===== src/rtl/div_share_ctrl.sv =====
// Two-port round-robin front end for a shared iterative signed restoring divider.
// One restore step per clock; the result is held on a shared bus until the owner takes it.
module div_share_ctrl #(
  parameter int WIDTH = 8
) (
  input  logic                 clk,
  input  logic                 rst_n,
  input  logic [1:0]           req_valid,
  output logic [1:0]           req_ready,
  input  logic [2*WIDTH-1:0]   req_dividend,
  input  logic [2*WIDTH-1:0]   req_divisor,
  output logic [1:0]           resp_valid,
  input  logic [1:0]           resp_ready,
  output logic [WIDTH-1:0]     resp_quo,
  output logic [WIDTH-1:0]     resp_rem,
  output logic                 resp_dz,
  output logic                 busy
);

  localparam logic [1:0] IDLE = 2'd0;
  localparam logic [1:0] CALC = 2'd1;
  localparam logic [1:0] SIGN = 2'd2;
  localparam logic [1:0] RESP = 2'd3;

  localparam int CW = (WIDTH > 1) ? $clog2(WIDTH) : 1;
  localparam logic [CW-1:0] LAST_STEP = CW'(WIDTH - 1);

  logic [1:0]       state_reg;
  logic             rr_last_reg;
  logic             owner_reg;
  logic [WIDTH-1:0] a_reg;
  logic [WIDTH-1:0] b_reg;
  logic [WIDTH-1:0] p_reg;
  logic [CW-1:0]    count_reg;
  logic             dvd_neg_reg;
  logic             dvs_neg_reg;
  logic             dz_reg;
  logic [WIDTH-1:0] raw_dvd_reg;
  logic [WIDTH-1:0] quo_reg;
  logic [WIDTH-1:0] rem_reg;
  logic             resp_dz_reg;

  logic [WIDTH-1:0] op_dvd [2];
  logic [WIDTH-1:0] op_dvs [2];
  logic             grant_any;
  logic             winner;
  logic [WIDTH-1:0] sel_dvd;
  logic [WIDTH-1:0] sel_dvs;
  logic [WIDTH-1:0] dvd_mag;
  logic [WIDTH-1:0] dvs_mag;
  logic [WIDTH-1:0] p_shift;
  logic [WIDTH:0]   diff;
  logic             diff_neg;

  // Per-requester operand slices and one-hot handshake strobes.
  for (genvar gi = 0; gi < 2; gi++) begin : g_port
    assign op_dvd[gi]     = req_dividend[gi*WIDTH +: WIDTH];
    assign op_dvs[gi]     = req_divisor[gi*WIDTH +: WIDTH];
    assign req_ready[gi]  = (state_reg == IDLE) && grant_any && (winner == 1'(gi));
    assign resp_valid[gi] = (state_reg == RESP) && (owner_reg == 1'(gi));
  end

  // On a tie the requester that did not win last time is preferred.
  always_comb begin
    grant_any = |req_valid;
    winner    = 1'b0;
    case (req_valid)
      2'b10:   winner = 1'b1;
      2'b11:   winner = ~rr_last_reg;
      default: winner = 1'b0;
    endcase
  end

  assign sel_dvd = winner ? op_dvd[1] : op_dvd[0];
  assign sel_dvs = winner ? op_dvs[1] : op_dvs[0];
  assign dvd_mag = sel_dvd[WIDTH-1] ? (WIDTH'(0) - sel_dvd) : sel_dvd;
  assign dvs_mag = sel_dvs[WIDTH-1] ? (WIDTH'(0) - sel_dvs) : sel_dvs;

  assign p_shift  = {p_reg[WIDTH-2:0], a_reg[WIDTH-1]};
  assign diff     = {1'b0, p_shift} - {1'b0, b_reg};
  assign diff_neg = diff[WIDTH];

  always_ff @(posedge clk or negedge rst_n) begin
    if (!rst_n) begin
      state_reg   <= IDLE;
      rr_last_reg <= 1'b1;
      owner_reg   <= 1'b0;
      a_reg       <= '0;
      b_reg       <= '0;
      p_reg       <= '0;
      count_reg   <= '0;
      dvd_neg_reg <= 1'b0;
      dvs_neg_reg <= 1'b0;
      dz_reg      <= 1'b0;
      raw_dvd_reg <= '0;
      quo_reg     <= '0;
      rem_reg     <= '0;
      resp_dz_reg <= 1'b0;
    end else begin
      case (state_reg)
        IDLE: begin
          if (grant_any) begin
            owner_reg   <= winner;
            rr_last_reg <= winner;
            a_reg       <= dvd_mag;
            b_reg       <= dvs_mag;
            dvd_neg_reg <= sel_dvd[WIDTH-1];
            dvs_neg_reg <= sel_dvs[WIDTH-1];
            dz_reg      <= (sel_dvs == '0);
            raw_dvd_reg <= sel_dvd;
            p_reg       <= '0;
            count_reg   <= '0;
            state_reg   <= CALC;
          end
        end
        CALC: begin
          p_reg     <= diff_neg ? p_shift : diff[WIDTH-1:0];
          a_reg     <= {a_reg[WIDTH-2:0], ~diff_neg};
          count_reg <= count_reg + 1'b1;
          if (count_reg == LAST_STEP) state_reg <= SIGN;
        end
        SIGN: begin
          // Truncating division: quotient sign from both operands, remainder follows the dividend.
          if (dz_reg) begin
            quo_reg     <= '1;
            rem_reg     <= raw_dvd_reg;
            resp_dz_reg <= 1'b1;
          end else begin
            quo_reg     <= (dvd_neg_reg ^ dvs_neg_reg) ? (WIDTH'(0) - a_reg) : a_reg;
            rem_reg     <= dvd_neg_reg ? (WIDTH'(0) - p_reg) : p_reg;
            resp_dz_reg <= 1'b0;
          end
          state_reg <= RESP;
        end
        RESP: begin
          if (resp_ready[owner_reg]) state_reg <= IDLE;
        end
        default: state_reg <= IDLE;
      endcase
    end
  end

  assign resp_quo = quo_reg;
  assign resp_rem = rem_reg;
  assign resp_dz  = resp_dz_reg;
  assign busy     = (state_reg != IDLE);

endmodule


===== config.mk =====
export PLATFORM = sky130hd
export DESIGN_NAME = div_share_ctrl
export DESIGN_NICKNAME = d
export VERILOG_FILES = /design/src/rtl/div_share_ctrl.sv
export SDC_FILE = /design/constraint.sdc
export NUM_CORES = 1
export LEC_CHECK = 0
export ABC_CLOCK_PERIOD_IN_PS = 3300
export BUFFER_PORTS_ARGS = -buffer_cell sky130_fd_sc_hd__buf_2
export CAP_MARGIN = 20
export CORE_MARGIN = 8
export CORE_UTILIZATION = 45
export DETAILED_ROUTE_END_ITERATION = 6
export PLACE_DENSITY = 0.75
export SLEW_MARGIN = 20
export SYNTH_ARGS = -nofsm -noshare
export SYNTH_HDL_FRONTEND = slang
export SYNTH_SLANG_ARGS = --single-unit
export TNS_END_PERCENT = 5

===== constraint.sdc =====
create_clock -name clk -period 3.3 [get_ports clk]
set_clock_uncertainty 0.05 [all_clocks]
set_input_delay 0.99 -clock clk [delete_from_list [all_inputs] [get_ports clk]]
set_output_delay 0.99 -clock clk [all_outputs]
set_load 0.05 [all_outputs]

==> flow_summary.html, run 1 <==
<table>
<tr><th>Metric</th><th>Value</th></tr>
<tr><th colspan="2">Critical path</th></tr>
<tr><td>Reg-to-Reg Start</td><td>a_reg[7]</td></tr>
<tr><td>Worst-path fanout max</td><td>5</td></tr>
<tr><td>Required time reported for the critical path endpoint</td><td>2.26 ns</td></tr>
<tr><td>Critical path launch point</td><td>req_valid[1]</td></tr>
<tr><td>Worst setup path category</td><td>input port to primary output</td></tr>
<tr><td>Worst Path Arrival</td><td>1.78 ns</td></tr>
<tr><td>Crit start category</td><td>input port</td></tr>
<tr><td>Type of element capturing the critical path</td><td>primary output</td></tr>
<tr><th colspan="2">Yosys</th></tr>
<tr><td>Post-synthesis sequential area ratio</td><td>0.372</td></tr>
<tr><td>Synth Flop Type</td><td>dfrtp_1</td></tr>
<tr><td>Synth cell types</td><td>61</td></tr>
<tr><td>Most used standard cell by instance count after synthesis</td><td>dfrtp_1</td></tr>
<tr><td>Biggest area consumer among synthesized cells</td><td>dfrtp_1</td></tr>
<tr><td>Share of the synthesized area in the top cell type</td><td>0.365</td></tr>
<tr><td>Post-synthesis instance total</td><td>around 440</td></tr>
<tr><td>Asr flop ratio synth</td><td>1.00</td></tr>
<tr><td>Most instantiated cells after synthesis</td><td>dfrtp_1 (57), nand2_1 (51), nor2_1 (43)</td></tr>
<tr><td>Post-synth EDFFs</td><td>0</td></tr>
<tr><td>Main area contributors after synthesis</td><td>dfrtp_1 (37%), ha_1 (5.8%), o21ai_0 (5.0%), nand2_1 (4.9%), mux2i_1 (4.9%)</td></tr>
<tr><td>Synth Warn #</td><td>0</td></tr>
<tr><td>#FFs+latches synth</td><td>58</td></tr>
<tr><td>Net count after synthesis</td><td>495</td></tr>
<tr><td>Post-Synthesis Cell Area</td><td>about 4000 sq um</td></tr>
<tr><td>Avg Inst Size Synth</td><td>between 8 and 9 sq um</td></tr>
<tr><th colspan="2">Detailed routing</th></tr>
<tr><td>Initial DRT Pass Iterations</td><td>5</td></tr>
<tr><td>Average via count per standard cell</td><td>roughly 5.5</td></tr>
<tr><td>Vias after detailed routing</td><td>between 3k and 4k</td></tr>
<tr><td>Final Routed Wirelength</td><td>9.52 mm</td></tr>
<tr><td>Antenna violation net count after detailed routing</td><td>0</td></tr>
<tr><td>Avg WL per Cell</td><td>15.7 um</td></tr>
<tr><td># DRC</td><td>0</td></tr>
<tr><td>Initial DRC count</td><td>233</td></tr>
<tr><th colspan="2">Timing</th></tr>
<tr><td>Worst slew margin relative to its limit</td><td>0.440</td></tr>
<tr><td>Final setup fails</td><td>0</td></tr>
<tr><td>Minimum clock period after layout</td><td>~2.8 ns</td></tr>
<tr><td>Setup TNS</td><td>0 ns</td></tr>
<tr><td>Count of pins over their slew limit</td><td>0</td></tr>
<tr><td>Number of hold violations in the final report</td><td>0</td></tr>
<tr><td>Achievable clock frequency</td><td>approximately 0.35 GHz</td></tr>
<tr><td>Transition time at the pin with the least slew margin</td><td>0.840 ns</td></tr>
<tr><td>Final cycle utilization of the critical path</td><td>0.856</td></tr>
<tr><td>RSZ-0062 raised after global routing</td><td>false</td></tr>
<tr><th colspan="2">GRT</th></tr>
<tr><td>Leftover overflow at the end of global routing</td><td>0</td></tr>
<tr><td>Antenna violations before repair</td><td>0</td></tr>
<tr><td>GR Layer Usage met2</td><td>0.269</td></tr>
<tr><td>Number of global-route vias before repair</td><td>3442</td></tr>
<tr><td>Met3 usage in global routing</td><td>0.0384</td></tr>
<tr><td>Maximum number of pins on one net before global-route repair</td><td>40</td></tr>
<tr><td>Overall track demand over capacity in global routing</td><td>0.170</td></tr>
<tr><td>Global routing usage on met1</td><td>0.224</td></tr>
<tr><td>Most used routing layer</td><td>met2</td></tr>
<tr><td>First-pass GRT wire length</td><td>roughly 16 mm</td></tr>
<tr><th colspan="2">Place</th></tr>
<tr><td>Post-DP HPWL</td><td>between 7 and 8 mm</td></tr>
<tr><td># port buffers</td><td>59</td></tr>
<tr><td>Global placer's final weighted congestion</td><td>~0.93</td></tr>
<tr><th colspan="2">Pwr</th></tr>
<tr><td>Switching power total</td><td>2.29 mW</td></tr>
<tr><td>Static power due to leakage</td><td>between 2 and 2.5 nW</td></tr>
<tr><td>Sequential share of power</td><td>0.279</td></tr>
<tr><td>Cell Int Power</td><td>2.47 mW</td></tr>
<tr><td>Total power per unit cell area</td><td>roughly 1100 nW/um^2</td></tr>
<tr><td>Relative contribution of the clock network to total power</td><td>0.151</td></tr>
<tr><td>Peak ir drop on the vdd network</td><td>between 0.3 and 0.4 mV</td></tr>
<tr><td>Switching portion of total power</td><td>0.481</td></tr>
<tr><td>Share of total power in combinational logic</td><td>0.570</td></tr>
<tr><th colspan="2">Clocking</th></tr>
<tr><td>Post-CTS sizing</td><td>0</td></tr>
<tr><td>Clock slew seen by the registers of the worst setup and hold paths</td><td>around 0.060 ns</td></tr>
<tr><td>Clock latency on the worst-skew pair</td><td>between 0.3 and 0.4 ns</td></tr>
<tr><td>Cts bufs inserted</td><td>9</td></tr>
<tr><td>Clock sinks</td><td>slightly below 60</td></tr>
<tr><td>Number of H-tree levels</td><td>3</td></tr>
<tr><td>CTS max path bufs</td><td>2</td></tr>
<tr><td>CTS tree</td><td>built</td></tr>
<tr><td>Number of setup buffers added after CTS</td><td>0</td></tr>
<tr><td>Root cell of the clock tree</td><td>clkbuf_8</td></tr>
<tr><td>CTS hold repair buffers</td><td>0</td></tr>
<tr><th colspan="2">Job</th></tr>
<tr><td>Max-capacitance violation count</td><td>0</td></tr>
<tr><th colspan="2">Finish</th></tr>
<tr><td>Diodes inserted</td><td>0</td></tr>
<tr><td>Nets</td><td>551</td></tr>
<tr><td>Share of cells above drive strength 1</td><td>0.214</td></tr>
<tr><td>Utilization of the core after routing</td><td>0.524</td></tr>
<tr><td>Synthesis-to-layout area growth</td><td>14.7%</td></tr>
<tr><td>Number of inserted filler cells in the final layout</td><td>between 700 and 800</td></tr>
<tr><th colspan="2">Floorplanning</th></tr>
<tr><td>DIE HEIGHT</td><td>between 100 and 150 um</td></tr>
<tr><td>Overall die area</td><td>between 10000 and 15000 sq um</td></tr>
<tr><td>Placement Rows</td><td>34</td></tr>
<tr><td>Horizontal die dimension</td><td>109 um</td></tr>
<tr><td>Initial standard-cell utilization of the core</td><td>0.457</td></tr>
<tr><td>Core footprint</td><td>roughly 8600 sq um</td></tr>
<tr><td>Number of placed I/O pins</td><td>60</td></tr>
<tr><th colspan="2">Hold path</th></tr>
<tr><td>HP Class</td><td>flip-flop to flip-flop</td></tr>
<tr><td>Hold_sp</td><td>b_reg[4]</td></tr>
<tr><th colspan="2">Status</th></tr>
<tr><td>Run status</td><td>finished clean</td></tr>
</table>
power by group through the flow:
stage | clock network [mW] | registers [mW] | logic (mW)
CTS | 0.723 | 1.33 | 2.72
floorplan | 0 | 1.53 | 1.91
detailed placement | 0 | 1.34 | 2.70
global placement | 0 | 1.32 | 2.62
global route | 0.757 | 1.37 | 3.03
finish | 0.717 | 1.33 | 2.71
cells in the final DEF, fill, tap and decap left out, types with 9 or more instances in the layout:
cell,n
nand2_1,51
clkbuf_8,9
nor2_1,42
o21ai_0,38
buf_2,59
ha_1,18
o31ai_1,10
xnor2_1,11
mux2i_1,19
a21oi_1,22
xor2_1,15
dfrtp_1,57
inv_1,22
nor3_1,9
final timing paths:
check                      slack, ns            to  cells after the start
min                             0.43      b_reg[4]                      2
max in group asynchronous       1.94   rr_last_reg                      2
min reg2reg                     0.43      b_reg[4]                      2
max reg2reg                     0.79      p_reg[1]                      8
min in group asynchronous       0.57   resp_rem[1]                      1
max                             0.48  req_ready[1]                      4
critical path: stages:
cell and delay, ns:
buf_2 0.11, a21bo_2 0.28, nor2_2 0.13, buf_2 0.28
cell families (layout without fill, tap and decap cells):
family	count (synthesis)	count (layout)	share of synthesized area
AOI/OAI and AO/OA	114	114	0.193
xor gates and xnor gates	26	26	0.0583
adders and majority gates	19	19	0.0628
buffers and inverters	44	105	0.0551
DFF	58	58	0.372
muxes	29	29	0.0814
and+or+nand+nor	148	148	0.178
routing by layer:
layer	vias to the layer above	part of all wire
met1	1599	0.48
met2	89	0.45
met5	-	0
li1	1658	-
met4	0	0.0098
met3	6	0.056
stage by stage:
stage	total power [mW]	cell area [sq um]	hold slack [ns]	worst slack, ns	std cells
5_1_grt	5.16	4480	0.474	0.423	607
3_5_place_dp	4.04	4270	0.422	0.355	591
4_1_cts	4.77	4480	0.436	0.472	607
6_report	4.76	4480	0.433	0.476	607
2_1_floorplan	3.44	3910	0.400	0.115	438
3_3_place_gp	3.94	4270	0.412	0.436	591
layout make-up:
type                       count  area (sq um)  area share
clock inverter                 5          78.8      0.0176
sequential                    58          1450       0.324
inverter                      22          82.6      0.0184
clock buffer                  11           131      0.0293
tap                          108           135      0.0302
timing repair buffer          67           355      0.0794
multi-input combinational    336          2240       0.501
Power figures use the tool's default switching activity.
==> run 2, diff against run 1 <==
--- a/config.mk
+++ b/config.mk
@@ -11,7 +11,7 @@
 export CORE_MARGIN = 8
 export CORE_UTILIZATION = 45
 export DETAILED_ROUTE_END_ITERATION = 6
-export PLACE_DENSITY = 0.75
+export PLACE_DENSITY = 0.73
 export SLEW_MARGIN = 20
 export SYNTH_ARGS = -nofsm -noshare
 export SYNTH_HDL_FRONTEND = slang
==> run 2 against run 1 <==
Net effect: die area did not move; global-route usage fell by 0.11 points; critical path depth unchanged; first-iteration DRC count shrank 27%; wire length is 1.1% lower; clock power increased by 13%; critical endpoint unchanged; largest cell class unchanged.
==> flow_summary.html, run 2 (same netlist as run 1, synthesis figures left out) <==
<table>
<tr><th>Metric</th><th>Value</th></tr>
<tr><th colspan="2">Status</th></tr>
<tr><td>Run status</td><td>finished clean</td></tr>
<tr><th colspan="2">Clocking</th></tr>
<tr><td>Number of H-tree levels</td><td>3</td></tr>
<tr><td>Number of setup buffers added after CTS</td><td>0</td></tr>
<tr><td>Post-CTS sizing</td><td>0</td></tr>
<tr><td>Clock slew seen by the registers of the worst setup and hold paths</td><td>~0.06 ns</td></tr>
<tr><td>Root cell of the clock tree</td><td>clkbuf_8</td></tr>
<tr><td>Clock sinks</td><td>58</td></tr>
<tr><td>CTS tree</td><td>built</td></tr>
<tr><td>CTS max path bufs</td><td>2</td></tr>
<tr><td>Clock latency on the worst-skew pair</td><td>about 0.35 ns</td></tr>
<tr><td>Cts bufs inserted</td><td>9</td></tr>
<tr><td>CTS hold repair buffers</td><td>0</td></tr>
<tr><th colspan="2">Pwr</th></tr>
<tr><td>Total power per unit cell area</td><td>around 1100 nW/um^2</td></tr>
<tr><td>Switching portion of total power</td><td>0.470</td></tr>
<tr><td>Share of total power in combinational logic</td><td>0.559</td></tr>
<tr><td>Switching power total</td><td>between 2 and 2.5 mW</td></tr>
<tr><td>Relative contribution of the clock network to total power</td><td>0.166</td></tr>
<tr><td>Peak ir drop on the vdd network</td><td>~0.46 mV</td></tr>
<tr><td>Cell Int Power</td><td>2.57 mW</td></tr>
<tr><td>Total Power Consumption</td><td>4.85 mW</td></tr>
<tr><td>Sequential share of power</td><td>0.274</td></tr>
<tr><td>Static power due to leakage</td><td>between 2 and 2.5 nW</td></tr>
<tr><th colspan="2">Place</th></tr>
<tr><td>Global placer's final weighted congestion</td><td>0.952</td></tr>
<tr><td>Post-DP HPWL</td><td>7.16 mm</td></tr>
<tr><td>Worst slack at placement</td><td>roughly 0.22 ns</td></tr>
<tr><td>Dpl cells</td><td>approximately 600</td></tr>
<tr><td># port buffers</td><td>around 60</td></tr>
<tr><th colspan="2">Floorplanning</th></tr>
<tr><td>Horizontal die dimension</td><td>between 100 and 150 um</td></tr>
<tr><td>DIE HEIGHT</td><td>around 110 um</td></tr>
<tr><td>Overall die area</td><td>11900 sq um</td></tr>
<tr><td>Initial standard-cell utilization of the core</td><td>0.457</td></tr>
<tr><td>Core footprint</td><td>~8600 sq um</td></tr>
<tr><td>Number of placed I/O pins</td><td>60</td></tr>
<tr><td>Placement Rows</td><td>34</td></tr>
<tr><th colspan="2">Detailed routing</th></tr>
<tr><td>Average via count per standard cell</td><td>5.50</td></tr>
<tr><td>Initial DRT Pass Iterations</td><td>4</td></tr>
<tr><td>Final Routed Wirelength</td><td>roughly 9.4 mm</td></tr>
<tr><td>Initial DRC count</td><td>about 170</td></tr>
<tr><td>Antenna violation net count after detailed routing</td><td>0</td></tr>
<tr><td>Avg WL per Cell</td><td>~16 um</td></tr>
<tr><td>Vias after detailed routing</td><td>between 3k and 4k</td></tr>
<tr><td># DRC</td><td>0</td></tr>
<tr><th colspan="2">Critical path</th></tr>
<tr><td>Largest stage delay on the critical path</td><td>0.34 ns</td></tr>
<tr><td>Worst-path fanout max</td><td>12</td></tr>
<tr><td>Required time reported for the critical path endpoint</td><td>2.26 ns</td></tr>
<tr><td>FF-to-FF End</td><td>a_reg[2]</td></tr>
<tr><td>Reg-to-Reg Start</td><td>rr_last_reg</td></tr>
<tr><td>Cell-by-cell trace of the critical path</td><td>buf_2, a21bo_2, nor2_2, buf_2</td></tr>
<tr><td>Crit start category</td><td>input port</td></tr>
<tr><td>Type of element capturing the critical path</td><td>primary output</td></tr>
<tr><td>Worst setup path category</td><td>input port to primary output</td></tr>
<tr><td>Cell at the slowest stage of the critical path</td><td>a21bo_2</td></tr>
<tr><td>CP dominant cell by count</td><td>buf_2</td></tr>
<tr><td>Reg2reg path depth</td><td>8</td></tr>
<tr><td>Flop2flop setup slack</td><td>roughly 0.81 ns</td></tr>
<tr><td>Worst Path Arrival</td><td>between 1.5 and 2 ns</td></tr>
<tr><th colspan="2">Timing</th></tr>
<tr><td>Hold_ws</td><td>approximately 0.43 ns</td></tr>
<tr><td>Count of pins over their slew limit</td><td>0</td></tr>
<tr><td>Transition time at the pin with the least slew margin</td><td>around 0.85 ns</td></tr>
<tr><td>Number of hold violations in the final report</td><td>0</td></tr>
<tr><td>Worst slew margin relative to its limit</td><td>0.433</td></tr>
<tr><td>Final cycle utilization of the critical path</td><td>0.885</td></tr>
<tr><td>Achievable clock frequency</td><td>about 0.34 GHz</td></tr>
<tr><td>Final setup fails</td><td>0</td></tr>
<tr><td>Minimum clock period after layout</td><td>around 3 ns</td></tr>
<tr><td>Setup TNS</td><td>0 ns</td></tr>
<tr><td>RSZ-0062 raised after global routing</td><td>false</td></tr>
<tr><td>Setup ws final</td><td>roughly 0.38 ns</td></tr>
<tr><th colspan="2">GRT</th></tr>
<tr><td>Maximum number of pins on one net before global-route repair</td><td>just under 60</td></tr>
<tr><td>Number of global-route vias before repair</td><td>about 3.4k</td></tr>
<tr><td>First-pass GRT wire length</td><td>around 16 mm</td></tr>
<tr><td>Leftover overflow at the end of global routing</td><td>0</td></tr>
<tr><td>Overall track demand over capacity in global routing</td><td>0.169</td></tr>
<tr><td>Antenna violations before repair</td><td>0</td></tr>
<tr><th colspan="2">Hold path</th></tr>
<tr><td>Hold-critical path depth</td><td>2</td></tr>
<tr><td>Destination of the worst hold path</td><td>b_reg[7]</td></tr>
<tr><td>HP Class</td><td>flip-flop to flip-flop</td></tr>
<tr><td>Hold_sp</td><td>b_reg[7]</td></tr>
<tr><th colspan="2">Finish</th></tr>
<tr><td>Diodes inserted</td><td>0</td></tr>
<tr><td>Commonest non-fill, non-tap cells in the layout</td><td>buf_2 (59), dfrtp_1 (57), nand2_1 (51)</td></tr>
<tr><td>Most common cell after layout, fill and taps aside</td><td>buf_2</td></tr>
<tr><td>Count of placed standard cells in the final layout, fillers left out</td><td>606</td></tr>
<tr><td>Synthesis-to-layout area growth</td><td>15.4%</td></tr>
<tr><td>Nets</td><td>550</td></tr>
<tr><td>Share of cells above drive strength 1</td><td>0.213</td></tr>
<tr><th colspan="2">Job</th></tr>
<tr><td>Max-capacitance violation count</td><td>0</td></tr>
</table>
-- run 2: cell count changes in the layout (fill, tap and decap cells not counted) --
cell and change:
clkinv_2 -2, buf_4 -1, bufinv_16 +1, clkbuf_8 +1
-- run 2: how the worst max path moves through the flow --
stage / slack, ns / endpoint / from
floorplan: 0.12 / req_ready[1] / req_valid[1]
CTS: 0.38 / req_ready[1] / req_valid[1]
global route: 0.33 / req_ready[1] / req_valid[1]
global placement: 0.35 / dz_reg / req_valid[1]
finish: 0.38 / req_ready[1] / req_valid[1]
detailed placement: 0.22 / a_reg[2] / req_valid[1]
-- run 2: power groups by stage --
| stage | logic, mW | clock network (mW) | registers, mW |
|---|---|---|---|
| CTS | 2.72 | 0.816 | 1.33 |
| floorplan | 1.91 | 0 | 1.53 |
| detailed placement | 2.70 | 0 | 1.34 |
| finish | 2.71 | 0.807 | 1.33 |
| global route | 3.03 | 0.852 | 1.38 |
| global placement | 2.62 | 0 | 1.32 |
-- run 2: metal layers --
| layer | wire length (um) | vias to the layer above | GRT usage |
|---|---|---|---|
| met3 | 553 | 15 | 0.0266 |
| met5 | 0 | - | 0 |
| met2 | 4280 | 106 | 0.265 |
| met1 | 4440 | 1558 | 0.225 |
| li1 | - | 1653 | - |
| met4 | 151 | 0 | 0.0723 |
-- run 2: through the flow --
stage	utilization	instance area (sq um)
global route	0.527	4500
floorplan	-	3910
detailed placement	0.498	4260
global placement	0.498	4260
CTS	0.527	4500
finish	0.527	4500
-- run 2: critical path: cells and delay by family --
| kind | cells | cell delay (ns) |
|---|---|---|
| AND/OR/NAND/NOR | 1 | 0.16 |
| buffers and inverters | 2 | 0.39 |
| AO/OA/AOI/OAI | 1 | 0.34 |
-- run 2: cell type report --
type / instances / area, sq um
inverters: 22 / 82.6
multi-input cells: 336 / 2240
flip-flops and latches: 58 / 1450
clock buffers: 12 / 145
clock inverters: 4 / 98.8
fillers: 794 / 4050
repair buffers: 66 / 348
well taps: 108 / 135
